`config.mk`:
```
export PLATFORM = sky130hd
export DESIGN_NAME = bpc_plane_seq
export DESIGN_NICKNAME = d
export VERILOG_FILES = /design/src/rtl/bpc_plane_seq_pkg.sv /design/src/rtl/bpc_plane_seq_scan_addr.sv /design/src/rtl/bpc_plane_seq.sv
export SDC_FILE = /design/constraint.sdc
export NUM_CORES = 1
export LEC_CHECK = 0
export ABC_CLOCK_PERIOD_IN_PS = 2000
export CAP_MARGIN = 10
export CELL_PAD_IN_SITES_DETAIL_PLACEMENT = 1
export CELL_PAD_IN_SITES_GLOBAL_PLACEMENT = 1
export CORE_UTILIZATION = 24
export DETAILED_ROUTE_END_ITERATION = 12
export GPL_ROUTABILITY_DRIVEN = 0
export PLACE_DENSITY = 0.79
export SLEW_MARGIN = 5
export SYNTH_ARGS = -nofsm -noshare
export SYNTH_HDL_FRONTEND = slang
export SYNTH_SLANG_ARGS = --single-unit
```
`constraint.sdc`:
```
create_clock -name clk -period 2 [get_ports clk]
set_input_delay 0.2 -clock clk [delete_from_list [all_inputs] [get_ports clk]]
set_output_delay 0.2 -clock clk [all_outputs]
set_load 0.01 [all_outputs]
```
`src/rtl/bpc_plane_seq_pkg.sv`:
```
// Shared definitions for the bit-plane coder sequencer.
//  - W_WT1      : MSB index of one sign-magnitude coefficient
//  - COEF_W     : width of one coefficient (W_WT1+1)
//  - state_e    : sequencer FSM states
//  - clog2_min1 : ceil(log2(n)), never smaller than 1, for counter widths
package bpc_plane_seq_pkg;

  localparam int W_WT1  = 7;
  localparam int COEF_W = W_WT1 + 1;

  typedef enum logic [2:0] {
    ST_IDLE   = 3'd0,
    ST_PSTART = 3'd1,
    ST_SCAN   = 3'd2,
    ST_DRAIN  = 3'd3,
    ST_DONE   = 3'd4
  } state_e;

  function automatic int clog2_min1(input int n);
    return (n > 1) ? $clog2(n) : 1;
  endfunction

endpackage

```
`src/rtl/bpc_plane_seq_scan_addr.sv`:
```
// Stripe/column scan counters for one bit plane of a code-block.
// Ports:
//  clk_i        clock
//  rstn_i       async reset, active low
//  clr_i        restart the scan at stripe 0, column 0
//  adv_i        a word was issued this cycle; step to the next column
//  rd_addr_o    word address = stripe*CB_W + col
//  first_row_o  current position is in stripe 0
//  first_col_o  current position is column 0
//  last_col_o   current position is column CB_W-1
//  last_word_o  current position is the final word of the plane
module bpc_plane_seq_scan_addr
  import bpc_plane_seq_pkg::*;
#(
  parameter int CB_W = 8,
  parameter int CB_H = 8,
  parameter int AW   = 4
) (
  input  logic          clk_i,
  input  logic          rstn_i,
  input  logic          clr_i,
  input  logic          adv_i,
  output logic [AW-1:0] rd_addr_o,
  output logic          first_row_o,
  output logic          first_col_o,
  output logic          last_col_o,
  output logic          last_word_o
);

  localparam int NSTRIPE = CB_H / 4;
  localparam int COL_W   = clog2_min1(CB_W);
  localparam int STR_W   = clog2_min1(NSTRIPE);
  localparam logic [COL_W-1:0] COL_LAST = COL_W'(CB_W - 1);
  localparam logic [STR_W-1:0] STR_LAST = STR_W'(NSTRIPE - 1);

  logic [COL_W-1:0] col_q, col_d;
  logic [STR_W-1:0] stripe_q, stripe_d;

  // Next scan position: column-major inside a stripe, wrapping to the next stripe.
  always_comb begin
    col_d    = col_q;
    stripe_d = stripe_q;
    if (clr_i) begin
      col_d    = '0;
      stripe_d = '0;
    end else if (adv_i) begin
      if (col_q == COL_LAST) begin
        col_d    = '0;
        // Wrapping after the last word leaves the counters ready for the next plane.
        stripe_d = (stripe_q == STR_LAST) ? '0 : stripe_q + STR_W'(1);
      end else begin
        col_d    = col_q + COL_W'(1);
        stripe_d = stripe_q;
      end
    end else begin
      col_d    = col_q;
      stripe_d = stripe_q;
    end
  end

  // Scan position registers.
  always_ff @(posedge clk_i or negedge rstn_i) begin
    if (!rstn_i) begin
      col_q    <= '0;
      stripe_q <= '0;
    end else begin
      col_q    <= col_d;
      stripe_q <= stripe_d;
    end
  end

  // CB_W is a power of two, so stripe*CB_W + col is a plain concatenation.
  assign rd_addr_o   = AW'({stripe_q, col_q});
  assign first_row_o = (stripe_q == '0);
  assign first_col_o = (col_q == '0);
  assign last_col_o  = (col_q == COL_LAST);
  assign last_word_o = (col_q == COL_LAST) && (stripe_q == STR_LAST);

endmodule

```
`src/rtl/bpc_plane_seq.sv`:
```
// Bit-plane coder sequencer: walks one code-block plane by plane (MSB first),
// reading column words from the code-block SRAM and presenting them to bpc.
// Ports:
//  clk, rstn                 clock, async active-low reset
//  start, num_planes,        begin a code-block (IDLE only); plane count 0..16;
//  band_in                   subband id latched on the accepted start
//  stall                     downstream almost-full, holds back new reads
//  rd_en, rd_addr, rd_data   code-block SRAM port (data valid one cycle after rd_en)
//  coeff0..3, coef_en        returned word split into 4 coefficients, row0 = coeff0
//  first_row/col, last_col   position flags aligned with coef_en
//  first_plane, bit_pos,     plane context, constant over a whole plane
//  band
//  plane_start, plane_end    strobes before the first column / in the last drain cycle
//  busy, done                activity indicator and completion pulse
module bpc_plane_seq
  import bpc_plane_seq_pkg::*;
#(
  parameter int CB_W      = 8,
  parameter int CB_H      = 8,
  parameter int AW        = 4,
  parameter int DRAIN_CYC = 6
) (
  input  logic                clk,
  input  logic                rstn,
  input  logic                start,
  input  logic [4:0]          num_planes,
  input  logic [1:0]          band_in,
  input  logic                stall,
  output logic                rd_en,
  output logic [AW-1:0]       rd_addr,
  input  logic [4*COEF_W-1:0] rd_data,
  output logic [COEF_W-1:0]   coeff0,
  output logic [COEF_W-1:0]   coeff1,
  output logic [COEF_W-1:0]   coeff2,
  output logic [COEF_W-1:0]   coeff3,
  output logic                coef_en,
  output logic                first_row,
  output logic                first_col,
  output logic                last_col,
  output logic                first_plane,
  output logic [3:0]          bit_pos,
  output logic [1:0]          band,
  output logic                plane_start,
  output logic                plane_end,
  output logic                busy,
  output logic                done
);

  localparam int DR_W = clog2_min1(DRAIN_CYC);
  localparam logic [DR_W-1:0] DRAIN_LAST = DR_W'(DRAIN_CYC - 1);

  state_e          state_q, state_d;
  logic [DR_W-1:0] drain_q, drain_d;
  logic [3:0]      bit_pos_q, bit_pos_d;
  logic            first_plane_q, first_plane_d;
  logic [1:0]      band_q, band_d;
  logic            coef_en_q, first_row_q, first_col_q, last_col_q;

  logic            issue_s;
  logic            sc_first_row_s, sc_first_col_s, sc_last_col_s, sc_last_word_s;

  // A word is issued on every non-stalled SCAN cycle; the in-flight word is never held back.
  assign issue_s = (state_q == ST_SCAN) && !stall;

  bpc_plane_seq_scan_addr #(
    .CB_W (CB_W),
    .CB_H (CB_H),
    .AW   (AW)
  ) u_scan (
    .clk_i       (clk),
    .rstn_i      (rstn),
    .clr_i       (state_q == ST_PSTART),
    .adv_i       (issue_s),
    .rd_addr_o   (rd_addr),
    .first_row_o (sc_first_row_s),
    .first_col_o (sc_first_col_s),
    .last_col_o  (sc_last_col_s),
    .last_word_o (sc_last_word_s)
  );

  // FSM next state plus the per-block / per-plane context registers.
  always_comb begin
    state_d       = state_q;
    drain_d       = '0;
    bit_pos_d     = bit_pos_q;
    first_plane_d = first_plane_q;
    band_d        = band_q;
    case (state_q)
      ST_IDLE: begin
        if (start) begin
          band_d = band_in;
          if (num_planes != 5'd0) begin
            state_d       = ST_PSTART;
            // Out-of-range plane counts are clamped to the 16-plane maximum.
            bit_pos_d     = (num_planes > 5'd16) ? 4'd15 : 4'(num_planes - 5'd1);
            first_plane_d = 1'b1;
          end else begin
            state_d = ST_DONE;
          end
        end else begin
          state_d = ST_IDLE;
        end
      end
      ST_PSTART: begin
        state_d = ST_SCAN;
      end
      ST_SCAN: begin
        if (issue_s && sc_last_word_s) begin
          state_d = ST_DRAIN;
        end else begin
          state_d = ST_SCAN;
        end
      end
      ST_DRAIN: begin
        // Drain length is fixed; stall has no effect here.
        if (drain_q == DRAIN_LAST) begin
          if (bit_pos_q != 4'd0) begin
            state_d       = ST_PSTART;
            bit_pos_d     = bit_pos_q - 4'd1;
            first_plane_d = 1'b0;
          end else begin
            state_d = ST_DONE;
          end
        end else begin
          drain_d = drain_q + DR_W'(1);
        end
      end
      ST_DONE: begin
        state_d = ST_IDLE;
      end
      default: begin
        state_d = ST_IDLE;
      end
    endcase
  end

  // State and context registers; reset aborts any block without a done pulse.
  always_ff @(posedge clk or negedge rstn) begin
    if (!rstn) begin
      state_q       <= ST_IDLE;
      drain_q       <= '0;
      bit_pos_q     <= 4'd0;
      first_plane_q <= 1'b0;
      band_q        <= 2'd0;
    end else begin
      state_q       <= state_d;
      drain_q       <= drain_d;
      bit_pos_q     <= bit_pos_d;
      first_plane_q <= first_plane_d;
      band_q        <= band_d;
    end
  end

  // Output stage: delay issue-side flags by one cycle to line up with rd_data.
  always_ff @(posedge clk or negedge rstn) begin
    if (!rstn) begin
      coef_en_q   <= 1'b0;
      first_row_q <= 1'b0;
      first_col_q <= 1'b0;
      last_col_q  <= 1'b0;
    end else begin
      coef_en_q   <= issue_s;
      first_row_q <= issue_s && sc_first_row_s;
      first_col_q <= issue_s && sc_first_col_s;
      last_col_q  <= issue_s && sc_last_col_s;
    end
  end

  assign rd_en       = issue_s;
  assign coef_en     = coef_en_q;
  assign first_row   = first_row_q;
  assign first_col   = first_col_q;
  assign last_col    = last_col_q;
  // Coefficients are forced to zero outside valid words so reset leaves every output at 0.
  assign coeff0      = coef_en_q ? rd_data[0*COEF_W +: COEF_W] : '0;
  assign coeff1      = coef_en_q ? rd_data[1*COEF_W +: COEF_W] : '0;
  assign coeff2      = coef_en_q ? rd_data[2*COEF_W +: COEF_W] : '0;
  assign coeff3      = coef_en_q ? rd_data[3*COEF_W +: COEF_W] : '0;
  assign first_plane = first_plane_q;
  assign bit_pos     = bit_pos_q;
  assign band        = band_q;
  assign plane_start = (state_q == ST_PSTART);
  assign plane_end   = (state_q == ST_DRAIN) && (drain_q == DRAIN_LAST);
  assign busy        = (state_q != ST_IDLE);
  assign done        = (state_q == ST_DONE);

endmodule
```
==> run metrics, run 1 <==
total congestion overflow=0; Layout Nets=303; cell chain of the critical path=buf_4, nor2_1, and2_1, clkdlybuf4s50_1; root buffer cell=clkbuf_8; register area share after synthesis=0.3825; period utilisation layout=0.9330; LEAKAGE=1.090 nW; RSZ-0062 raised after global routing=no; clk_skew=0.001508 ns; FFs w/ async S/R, synth=1.000; proportion of layout cells with a drive suffix above 1=0.1186; Yosys warnings=0; nature of the critical path endpoint=output pin; status=finished clean; final core occ=0.4531; clock tree sinks=21; Max-slew headroom=0.6404; EDFF count, synth=0; WHS=0.2771 ns; ranking of synthesized cells by area=dfrtp_1 (38%), and2_1 (16%), ha_1 (5.5%); number of synthesized register bits=21; initial antenna violation count=0; Arrival @ worst endpoint=1.67 ns; crit path launch type=flop; I/O pin count=95; detailed-placement wirelength estimate=3458 um; worst vdd ir=349.6 uV; Die Y=77.66 um; H-tree depth=1; area delta synth->final=81.60%; Tmin final=1.866 ns; Synth Flop Type=dfrtp_1; clk slew on worst S/H paths=0.08 ns; DRT Pass-1 Iters=4; # setup viols final=0; max-slew violations=0; Crit Path Class=flop to output pin; count leader, synth=and2_1; Die ar.=0.006031 mm2; largest net degree at the start of global routing=34; met2 WL=2065 um; first-pass GRT wire length=6948 um; Post-route DRC=0; CTS tree=built; pin slew with the least headroom to its limit=0.5319 ns; synthesized area=0.001374 mm2; Metal-1 WL=1614 um; Row Count=27; Yosys top cell by area=dfrtp_1; via count=1448; DR top layer=met4; vias in the first global route=1464; WP buf/inv=2; Initial DRC Count=48; CP required=1.80 ns; Num CTS Buffers=3; average wire per standard cell=12.68 um; routed wire length=4121 um; later-pin clock latency in the skew report=0.26 ns; DR WL met3=402 um; clock buffer depth=2; number of diodes=0; Total Routing Usage GR=0.1448; area fraction of the dominant cell type after synthesis=0.3825; antenna-violating nets left=0; delay-heaviest family, CP=buffers and inverters; commonest cells in the netlist=and2_1 (35), dfrtp_1 (21), nor2_1 (11), inv_1 (10), nand2_1 (9); Core ar.=0.005507 mm2; Die Wd=77.66 um; syn nets=198; PortBufs=94; slowest stage cell, crit path=clkdlybuf4s50_1; Hold WC Path Type=input pin to async pin; crit path max fanout=5; FMAX=0.5359 GHz; post-synth cell types=36; number of max-cap violations=0; initial core utilization=0.2495; PD cells=683.2 mW/mm2; Crit path largest cell delay=0.54 ns; Vias/cell=4.455; Cells after Synth=149; Avg Cell Area, Syn=9.220 um2; Final Hold Violating Endpoints=0
final timing paths:
path	startpoint	depth (start not counted)	slack, ns	end
min reg2reg	band[1]	2	0.48	band[1]
max in group asynchronous	rstn	2	1.50	drain_q[0]
min	rstn	2	0.28	band[1]
min in group clk	band_in[0]	3	0.46	band[0]
max	state_q[1]	4	0.13	done
max reg2reg	state_q[2]	5	0.17	bit_pos[0]
per-stage QoR:
step	setup slack, ns	TNS [ns]	instance area, um2	cells	total power [mW]
3_5_place_dp	-0.07560	-0.07560	2435	319	1.446
3_3_place_gp	0.01703	0	2435	319	1.425
4_1_cts	0.06209	0	2492	325	1.728
2_1_floorplan	0.2129	0	1374	149	1.054
5_1_grt	0.04123	0	2495	325	1.838
6_report	0.1339	0	2495	325	1.704
cells in the final DEF (no fill, tap or decap), types with 2 or more instances in the layout:
cell / Yosys / layout
nand2_1: 9 / 9
a21oi_1: 5 / 5
xnor2_1: 3 / 3
ha_1: 6 / 6
o31ai_1: 2 / 2
a22o_1: 3 / 3
a31oi_1: 2 / 2
clkinv_2: 1 / 2
o21ai_2: 2 / 2
clkdlybuf4s50_1: 0 / 90
and2_1: 35 / 35
inv_1: 10 / 10
nand3b_1: 3 / 3
dlygate4sd2_1: 0 / 3
nand3_1: 2 / 2
buf_4: 1 / 13
dfrtp_1: 21 / 21
nor2_1: 11 / 11
nor3b_1: 3 / 3
or4b_4: 2 / 2
clkbuf_8: 0 / 3
nor3_1: 7 / 7
layer usage:
layer  vias to the layer above  GRT usage
met4                         0    0.03962
li1                        706          -
met5                         -          0
met3                         5    0.04118
met2                        70     0.2690
met1                       667     0.1588
registers in the layout (all words and copies together), names as in the netlist:
signal	cells
first_row	1
coef_en	1
first_col	1
first_plane	1
bit_pos	4
drain_q	3
last_col	1
u_scan.col_q	3
u_scan.stripe_q	1
state_q	3
band	2
worst register-to-register path: stages (launching register included):
cell and delay [ns]:
dfrtp_1 0.42, buf_4 0.15, or4b_4 0.57, o32ai_4 0.27, and4_1 0.27, nor3_1 0.04
power by group:
part | internal (mW) | switching [mW] | total [mW]
combinational | 0.448 | 0.333 | 0.781
sequential | 0.530 | 0.110 | 0.639
clock | 0.139 | 0.146 | 0.285
total | 1.12 | 0.588 | 1.70
cell families after synthesis:
logic type                 after synthesis  synth area share
DFF                                     21            0.3825
buffers and inverters                   18           0.06922
and+or+nand+nor                         82            0.3616
xor gates and xnor gates                 3           0.01913
adders and majority gates                6           0.05464
AOI/OAI and AO/OA                       19            0.1129
final cells by class:
cell class | count | area (um2)
fillers | 649 | 3012
inverters | 11 | 42.54
well taps | 72 | 90.09
flip-flops and latches | 21 | 525.5
clock buffers | 3 | 41.29
repair buffers | 107 | 1037
clock inverters | 1 | 5.005
multi-input cells | 110 | 753.2
timing repair:
item                       4_1_cts  5_1_grt
setup buffers                    2        0
hold endpoints to repair         0        0
hold buffers                     0        0
pin swaps                        1        0
resized for setup                3        1
setup endpoints to repair        2        1
Power figures use the tool's default switching activity.
==> inputs of run 2 (changes only) <==
- RECOVER_POWER: default -> 50
==> run 2 against run 1 <==
  * Sequential share of layout area rose by 0.22 points
  * Clock-buffer cell count unchanged
  * Critical path depth is 1 lower
  * Largest power group unchanged
  * Die area did not move
  * First-iteration DRC count decreased by 8.3%
  * Global-route usage stayed put
  * Highest routed layer unchanged
  * Routed wire length barely moved
  * Total power shrank 2.2%
  * Via count is 0.28% lower
  * Hold slack better by 0.18 ns
  * Fmax fell by 0.75%
==> run metrics, run 2 (synthesis gave the netlist of run 1 again) <==
largest net degree at the start of global routing=34 (unchanged); crit path max fanout=5 (unchanged); clock buffer depth=2 (unchanged); Die Wd=77.66 um (unchanged); area delta synth->final=79.69%; Vias/cell=4.443 (-0.28%); vias in the first global route=1464 (unchanged); max-slew violations=0 (unchanged); final cell count without fillers=325 (unchanged); routed wire length=4119 um (about the same); number of max-cap violations=0 (unchanged); multi-input logic area=749.5 um2 (-0.50%); Arrival @ worst endpoint=1.68 ns (about the same); crit path launch type=flop; Tmin final=1.880 ns (+0.01407 ns); nature of the critical path endpoint=output pin; Num CTS Buffers=3 (unchanged); Total Routing Usage GR=0.1448 (unchanged); number of flip-flops in the largest register=4 (unchanged); I/O pin count=95 (unchanged); Initial DRC Count=44 (-8.3%); RSZ-0062 raised after global routing=no; placed insts=319 (unchanged); CTS tree=built; status=finished clean; setup TNS=0 ns (unchanged); period utilisation layout=0.9401 (+0.007036); FMAX=0.5319 GHz (-0.75%); antenna-violating nets left=0 (unchanged); WHS=0.4619 ns (+0.1848 ns); clock tree sinks=21 (unchanged); placed inst area=0.002435 mm2 (unchanged); Final Hold Violating Endpoints=0 (unchanged); initial antenna violation count=0 (unchanged); post-route cell area=0.002469 mm2 (-1.1%); initial core utilization=0.2495 (unchanged); LEAKAGE=1.087 nW (-0.28%); worst-case reg-to-reg path depth=6 (+1); root buffer cell=clkbuf_8; Max-slew headroom=0.2237 (-0.4168); pin slew with the least headroom to its limit=1.164 ns (+0.6326 ns); CP required=1.80 ns (about the same); PortBufs=94 (unchanged); Hold WC Path Type=input pin to flop; clk_skew=0.001237 ns (-0.0002713 ns); number of diodes=0 (unchanged); via count=1444 (-0.28%); Die ar.=0.006031 mm2 (unchanged); proportion of layout cells with a drive suffix above 1=0.09091 (-0.02767); hold depth=3; DRT Pass-1 Iters=2 (-2); later-pin clock latency in the skew report=0.26 ns (about the same); worst vdd ir=333.8 uV (-4.5%); commonest non-fill, non-tap cell in the layout=clkdlybuf4s50_1; total congestion overflow=0 (unchanged); most frequent cells in the layout=clkdlybuf4s50_1 (75), and2_1 (35), dfrtp_1 (21); post-route setup slack=0.1198 ns (-0.01407 ns); Row Count=27 (unchanged); Core ar.=0.005507 mm2 (unchanged); Die Y=77.66 um (unchanged); pre-CTS WS=-0.07560 ns (unchanged); first-pass GRT wire length=6948 um (unchanged); Crit Path Class=flop to output pin; register area=525.5 um2 (unchanged); number of fill cells=655 (+0.92%); PD cells=675.3 mW/mm2 (-1.2%); # setup viols final=0 (unchanged); detailed-placement wirelength estimate=3458 um (unchanged); Layout Nets=303 (unchanged); clk slew on worst S/H paths=0.08 ns (about the same); average wire per standard cell=12.67 um (about the same); H-tree depth=1 (unchanged); Post-route DRC=0 (unchanged)
==> run 2: changes by cell type in the layout (fill, tap and decap cells not counted), sizes merged <==
cell and delta:
dlygate4sd3 +15, clkbuf +6, buf -6, clkinvlp +1, clkinv -1, clkdlybuf4s50 -15
==> run 2: where the power goes <==
group	total (mW)	internal, mW	switching, mW
clock	0.286	0.139	0.147
combinational	0.746	0.412	0.333
sequential	0.635	0.530	0.106
==> run 2: final cells by class <==
| cell class | instances | share of cell area |
|---|---|---|
| Clock buffer | 3 | 0.01673 |
| Multi-Input combinational cell | 110 | 0.3036 |
| Inverter | 11 | 0.01723 |
| Tap cell | 72 | 0.03649 |
| Timing Repair Buffer | 107 | 0.4110 |
| Sequential cell | 21 | 0.2129 |
| Clock inverter | 1 | 0.002027 |
==> run 2: layer usage <==
layer / share of wire / GRT usage / vias to the layer above
met4: 0.0092 / 0.03962 / 0
met5: 0 / 0 / -
met3: 0.091 / 0.04118 / 5
li1: - / - / 706
met2: 0.50 / 0.2690 / 68
met1: 0.40 / 0.1588 / 665
==> run 2: per-stage QoR <==
step                  util  total power [mW]
finish              0.4483             1.667
global route        0.4483             1.798
CTS                 0.4526             1.728
detailed placement  0.4422             1.446
global placement    0.4422             1.425
floorplan                -             1.054
==> run 2: worst max-delay path: stages (launching register included) <==
cell           delay, ns
dfrtp_1             0.42
or4b_1              0.60
clkinvlp_2          0.13
dlygate4sd2_1       0.27
==> run 2: worst paths after layout <==
kind                       startpoint              end  slack (ns)
min reg2reg                   band[1]          band[1]        0.48
max                        state_q[2]            rd_en        0.12
min in group asynchronous        rstn          band[1]        0.68
min                        band_in[0]          band[0]        0.46
max in group asynchronous        rstn       drain_q[0]        0.63
max reg2reg                state_q[2]  u_scan.stripe_q        0.18
==> run 2: timing repair <==
item,in CTS,in global routing
setup endpoints to repair,2,1
pin swaps,1,0
gates cloned,0,0
gates resized for setup,3,1
setup buffers,2,0
hold buffers,0,0
